<file path="src/rtl/io_bus_arbiter.sv">
// Round-robin two-requester arbiter/sequencer for the shared IO device bus.
// One transaction in flight; loads return data to the owner with a one-cycle rvalid pulse.
module io_bus_arbiter #(
  parameter int unsigned ADDR_W = 32,
  parameter int unsigned DATA_W = 32,
  parameter int unsigned RD_LAT = 1
) (
  input  logic              clk,
  input  logic              rst_n,
  input  logic              req0_valid,
  output logic              req0_ready,
  input  logic [ADDR_W-1:0] req0_addr,
  input  logic [DATA_W-1:0] req0_wdata,
  input  logic [2:0]        req0_funct3,
  input  logic              req0_we,
  input  logic [3:0]        req0_cs,
  output logic              req0_rvalid,
  output logic [DATA_W-1:0] req0_rdata,
  input  logic              req1_valid,
  output logic              req1_ready,
  input  logic [ADDR_W-1:0] req1_addr,
  input  logic [DATA_W-1:0] req1_wdata,
  input  logic [2:0]        req1_funct3,
  input  logic              req1_we,
  input  logic [3:0]        req1_cs,
  output logic              req1_rvalid,
  output logic [DATA_W-1:0] req1_rdata,
  output logic [3:0]        bus_cs,
  output logic [ADDR_W-1:0] bus_addr,
  output logic [DATA_W-1:0] bus_wdata,
  output logic [2:0]        bus_funct3,
  output logic              bus_we,
  input  logic [DATA_W-1:0] bus_rdata,
  output logic              busy,
  output logic              last_grant
);

  typedef enum logic [1:0] {IDLE, ISSUE, RESP} state_t;

  // RD_LAT is limited to 0..3, so a 2-bit cycle counter suffices.
  localparam logic [1:0] LAST_CNT = 2'(RD_LAT);

  state_t            state, state_nxt;
  logic [1:0]        cnt;
  logic              owner;
  logic              sel;
  logic              handshake;
  logic              capture;
  logic [ADDR_W-1:0] lat_addr;
  logic [DATA_W-1:0] lat_wdata;
  logic [2:0]        lat_funct3;
  logic              lat_we;
  logic [3:0]        lat_cs;

  always_comb begin
    sel = 1'b0;
    if (req0_valid && req1_valid) sel = ~last_grant;
    else if (req1_valid)          sel = 1'b1;
  end

  assign req0_ready = (state == IDLE) && req0_valid && !sel;
  assign req1_ready = (state == IDLE) && req1_valid && sel;
  assign handshake  = req0_ready || req1_ready;
  assign capture    = (state == ISSUE) && !lat_we && (cnt == LAST_CNT);

  always_ff @(posedge clk or negedge rst_n) begin
    if (!rst_n) state <= IDLE;
    else        state <= state_nxt;
  end

  always_comb begin
    state_nxt = state;
    case (state)
      IDLE:    if (handshake) state_nxt = ISSUE;
      ISSUE: begin
        if (lat_we)                 state_nxt = IDLE;
        else if (cnt == LAST_CNT)   state_nxt = RESP;
      end
      RESP:    state_nxt = IDLE;
      default: state_nxt = IDLE;
    endcase
  end

  always_ff @(posedge clk or negedge rst_n) begin
    if (!rst_n) begin
      last_grant <= 1'b1;
      owner      <= 1'b0;
      cnt        <= '0;
      lat_addr   <= '0;
      lat_wdata  <= '0;
      lat_funct3 <= '0;
      lat_we     <= 1'b0;
      lat_cs     <= '0;
      req0_rdata <= '0;
      req1_rdata <= '0;
    end else begin
      if (handshake) begin
        lat_addr   <= sel ? req1_addr   : req0_addr;
        lat_wdata  <= sel ? req1_wdata  : req0_wdata;
        lat_funct3 <= sel ? req1_funct3 : req0_funct3;
        lat_we     <= sel ? req1_we     : req0_we;
        lat_cs     <= sel ? req1_cs     : req0_cs;
        owner      <= sel;
        last_grant <= sel;
        cnt        <= '0;
      end else if (state == ISSUE) begin
        cnt <= cnt + 2'd1;
      end
      if (capture && !owner) req0_rdata <= bus_rdata;
      if (capture && owner)  req1_rdata <= bus_rdata;
    end
  end

  assign busy        = (state != IDLE);
  assign bus_cs      = (state == ISSUE) ? lat_cs : '0;
  assign bus_we      = (state == ISSUE) && lat_we;
  assign bus_addr    = lat_addr;
  assign bus_wdata   = lat_wdata;
  assign bus_funct3  = lat_funct3;
  assign req0_rvalid = (state == RESP) && !owner;
  assign req1_rvalid = (state == RESP) && owner;

endmodule

</file>
<file path="config.mk">
export PLATFORM = sky130hd
export DESIGN_NAME = io_bus_arbiter
export DESIGN_NICKNAME = d
export VERILOG_FILES = /design/src/rtl/io_bus_arbiter.sv
export SDC_FILE = /design/constraint.sdc
export NUM_CORES = 1
export LEC_CHECK = 0
export BUFFER_PORTS_ARGS = -buffer_cell sky130_fd_sc_hd__clkbuf_2
export CAP_MARGIN = 10
export CORE_ASPECT_RATIO = 0.8
export CORE_MARGIN = 8
export CORE_UTILIZATION = 40
export CTS_CLUSTER_DIAMETER = 100
export DETAILED_ROUTE_END_ITERATION = 10
export PLACE_DENSITY = 0.74
export SYNTH_ARGS = -nofsm -noshare
export SYNTH_HDL_FRONTEND = slang
export SYNTH_SLANG_ARGS = --single-unit
</file>
<file path="constraint.sdc">
create_clock -name clk -period 2.17 [get_ports clk]
set_input_delay 0.434 -clock clk [delete_from_list [all_inputs] [get_ports clk]]
set_output_delay 0.434 -clock clk [all_outputs]
set_load 0.1 [all_outputs]
</file>
==> results.txt <==
- For the pin with the worst max-slew slack, the measured transition is 576 ps.
- Routability-driven placement finished with a final weighted congestion of 0.761.
- Critical-path maximum fanout: 6
- Static timing analysis puts the maximum clock frequency at around 470 MHz.
- Final Hold Vio Count: 0
- CP Data Required Time: between 1500 and 2000 ps
- Area growth from synthesis to layout: 40.2%
* Hold/Removal Path Class: in -> reg
- Initial core utilization: 0.405
- Of the cells placed in the final design, the portion with a size suffix greater than 1 is 0.761.
- Setup violations remaining at the end of the flow were counted as 0.
- By instance count, the leading cell after synthesis is dfrtp_1.
- The initial antenna violation count came to 0.
- Number of placed instances, taps included: between 900 and 1000
* Type of destination of the critical path: output pin
* Number of antenna cells inserted: 0
- Post-Route Skew: approximately 6.2 ps
* Number of library cell types mapped by synthesis: 27
* Data arrival time at the worst-slack endpoint: between 1500 and 2000 ps
- Setup total negative slack on the finished layout was measured at 0 ps.
- Post-Synthesis Net Count: 584
- Clock Tree Root: clkbuf_16
- Period utilisation layout: 0.981
- Cell Area, Synth: 6670 um^2
- Setup repair after global routing missed its margin: true
* Detailed-route DRC error count: 0
- For this block, the via count after detailed routing is approximately 4600.
- Fraction of synthesis flops using an asynchronous set or reset pin: 1.00
* Horizontal extent of the die: about 160 um
* Final Worst Setup Slack: about 41 ps
* Wire length per cell after detailed routing: around 19 um
* Chip Height: roughly 130 um
- Counting every sink on the clock net gives 142.
- Gr ovfl total: 0
- Clock tree synthesis inserted a total of 17 buffers.
* Number of placement rows: 42
- Prior to clock tree synthesis, the placed netlist has a worst setup slack of approximately 180 ps.
- The region available for standard cell placement spans between 15000 and 20000 um^2.
* Synthesized area divided by synthesized cell count: about 17 um^2
- The share of synthesized area in the top cell type comes to 0.529.
- Syn. warnings: 0
- Final Max Tran Viols: 0
* Total global-route track usage: 0.175
- Number of buffer cells added on primary ports: 321
* Via count of the first global-routing pass: 5205
- Seq/Total Area, Yosys: 0.533
- Die area: ~21000 um^2
- Outcome: complete, no violations
- STA classifies the critical path startpoint as a register.
- The synthesized design contains 0 enable-type register cells.
- The first detailed-routing pass ran for 4 iterations.
- In this run the number of H-tree levels came out at 4.
- Total routed wirelength: ~18 mm
* Slew Limit Headroom: 0.617
* Iteration-0 DRC count of the detailed router: 199
- # Max-Cap Violations: 0
- Clock tree from TritonCTS: yes
- After technology mapping, the gate count stands at between 400 and 500.
- Clk buf depth: 2
- For this design the top-level I/O count stands at roughly 320.
* Synth top cells by count: 141 x dfrtp_1, 98 x mux2_4, 95 x mux2_2
* Post-Layout Cell Count: just under 1000
* Synth top area cells: dfrtp_1 53%, mux2_4 22%, mux2_2 16%, buf_6 2.5%, mux2_1 2.5%
* Pin count of the biggest net entering global routing: 55
- Leading register cell type out of synthesis: dfrtp_1
- Average vias per placed instance: 4.71
* Clock latency of the later-clocked register in the worst-skew pair: slightly above 400 ps
- The critical path is of the reg -> out type.
- Flip-flop and latch count after synthesis: roughly 140
- Clock-pin transition on the worst setup and hold timing paths: approximately 60 ps
* First-pass GRT wire length: a little under 30 mm
- In this run the remaining antenna-violating nets after routing total 0.
* Post-synth top area cell: dfrtp_1
* Half-perimeter wire length of the detailed placement result: about 14 mm
- The worst path in the final design needs a cycle of between 2000 and 2500 ps, including I/O delays and setup.
* Final Net Count: slightly above 900
-- logic make-up after synthesis --
kind of cell,after synthesis,synth area share
mux,208,0.407
flops,142,0.533
buf+inv,26,0.0334
simple gates,18,0.0160
compound gates,7,0.00770
xor+xnor,1,0.00131
fa+ha+maj,1,0.00188
-- layout by cell type, fill, tap and decap left out, types with 2 or more instances in the layout --
master      synthesis  routed
clkinvlp_4          0       2
inv_1               2       2
mux2_2             95      95
buf_4               1      13
nand2_1             2       2
clkbuf_16           0      17
and2_1              5       5
inv_6               0       4
mux2_4             98      98
nor2_1              4       4
clkinv_4            0       3
buf_12              0      14
a21o_1              2       2
mux2_1             15      15
bufinv_16           0       3
dfrtp_1           141     140
clkbuf_2            0     312
-- cell type report --
cell class | count | area [um^2]
well taps | 220 | 275
repair buffers | 342 | 1970
flip-flops and latches | 142 | 3560
fillers | 1371 | 7100
clock buffers | 18 | 429
multi-input cells | 235 | 2930
inverters | 2 | 7.51
clock inverters | 14 | 183
-- metrics by stage --
step	cell area, um^2	utilization	hold WS [ps]
floorplan	6690	-	138
global placement	8700	0.529	396
detailed placement	8700	0.529	398
CTS	9350	0.568	227
global route	9350	0.568	241
finish	9350	0.568	248
-- worst max-delay path: stages (launching register included) --
cell and delay [ps]:
dfrtp_1 450, nor2_1 240, buf_4 190, and3_4 210, buf_12 170
-- state kept, by name (all words and copies together), names as in the netlist, 2 cells and up --
name        cells
cnt             2
state           2
bus_funct3      3
lat_cs          4
bus_wdata      32
bus_addr       32
req0_rdata     32
req1_rdata     32
-- final timing paths --
path / slack [ps] / end / depth (start not counted) / from
min in group asynchronous: 530 / req0_rdata[12] / 2 / rst_n
setup reg to reg: 260 / bus_wdata[12] / 5 / last_grant
hold / removal: 250 / req0_rdata[25] / 2 / bus_rdata[25]
hold reg to reg: 480 / req0_rdata[6] / 1 / req0_rdata[6]
max in group asynchronous: 980 / bus_addr[1] / 3 / rst_n
setup / recovery: 40 / req0_ready / 4 / state[1]
-- routing by layer --
| layer | vias to the layer above | global-route usage | wire (um) | part of all wire |
|---|---|---|---|---|
| met3 | 16 | 0.0621 | 1310 | 0.072 |
| met2 | 183 | 0.301 | 9330 | 0.51 |
| met4 | 0 | 0.0508 | 228 | 0.013 |
| met5 | - | 0 | 0 | 0 |
| met1 | 2259 | 0.201 | 7320 | 0.40 |
| li1 | 2120 | - | - | - |
-- repair_timing --
item	in CTS	in global routing
pin swaps	1	0
resized for setup	2	0
hold buffers	1	0
endpoints found under the hold margin	44	0
setup buffers	2	0
endpoints found under the setup margin	4	3
Power is not shown: default switching activity piles up to over one toggle a cycle in this logic, so the estimate is an artifact.
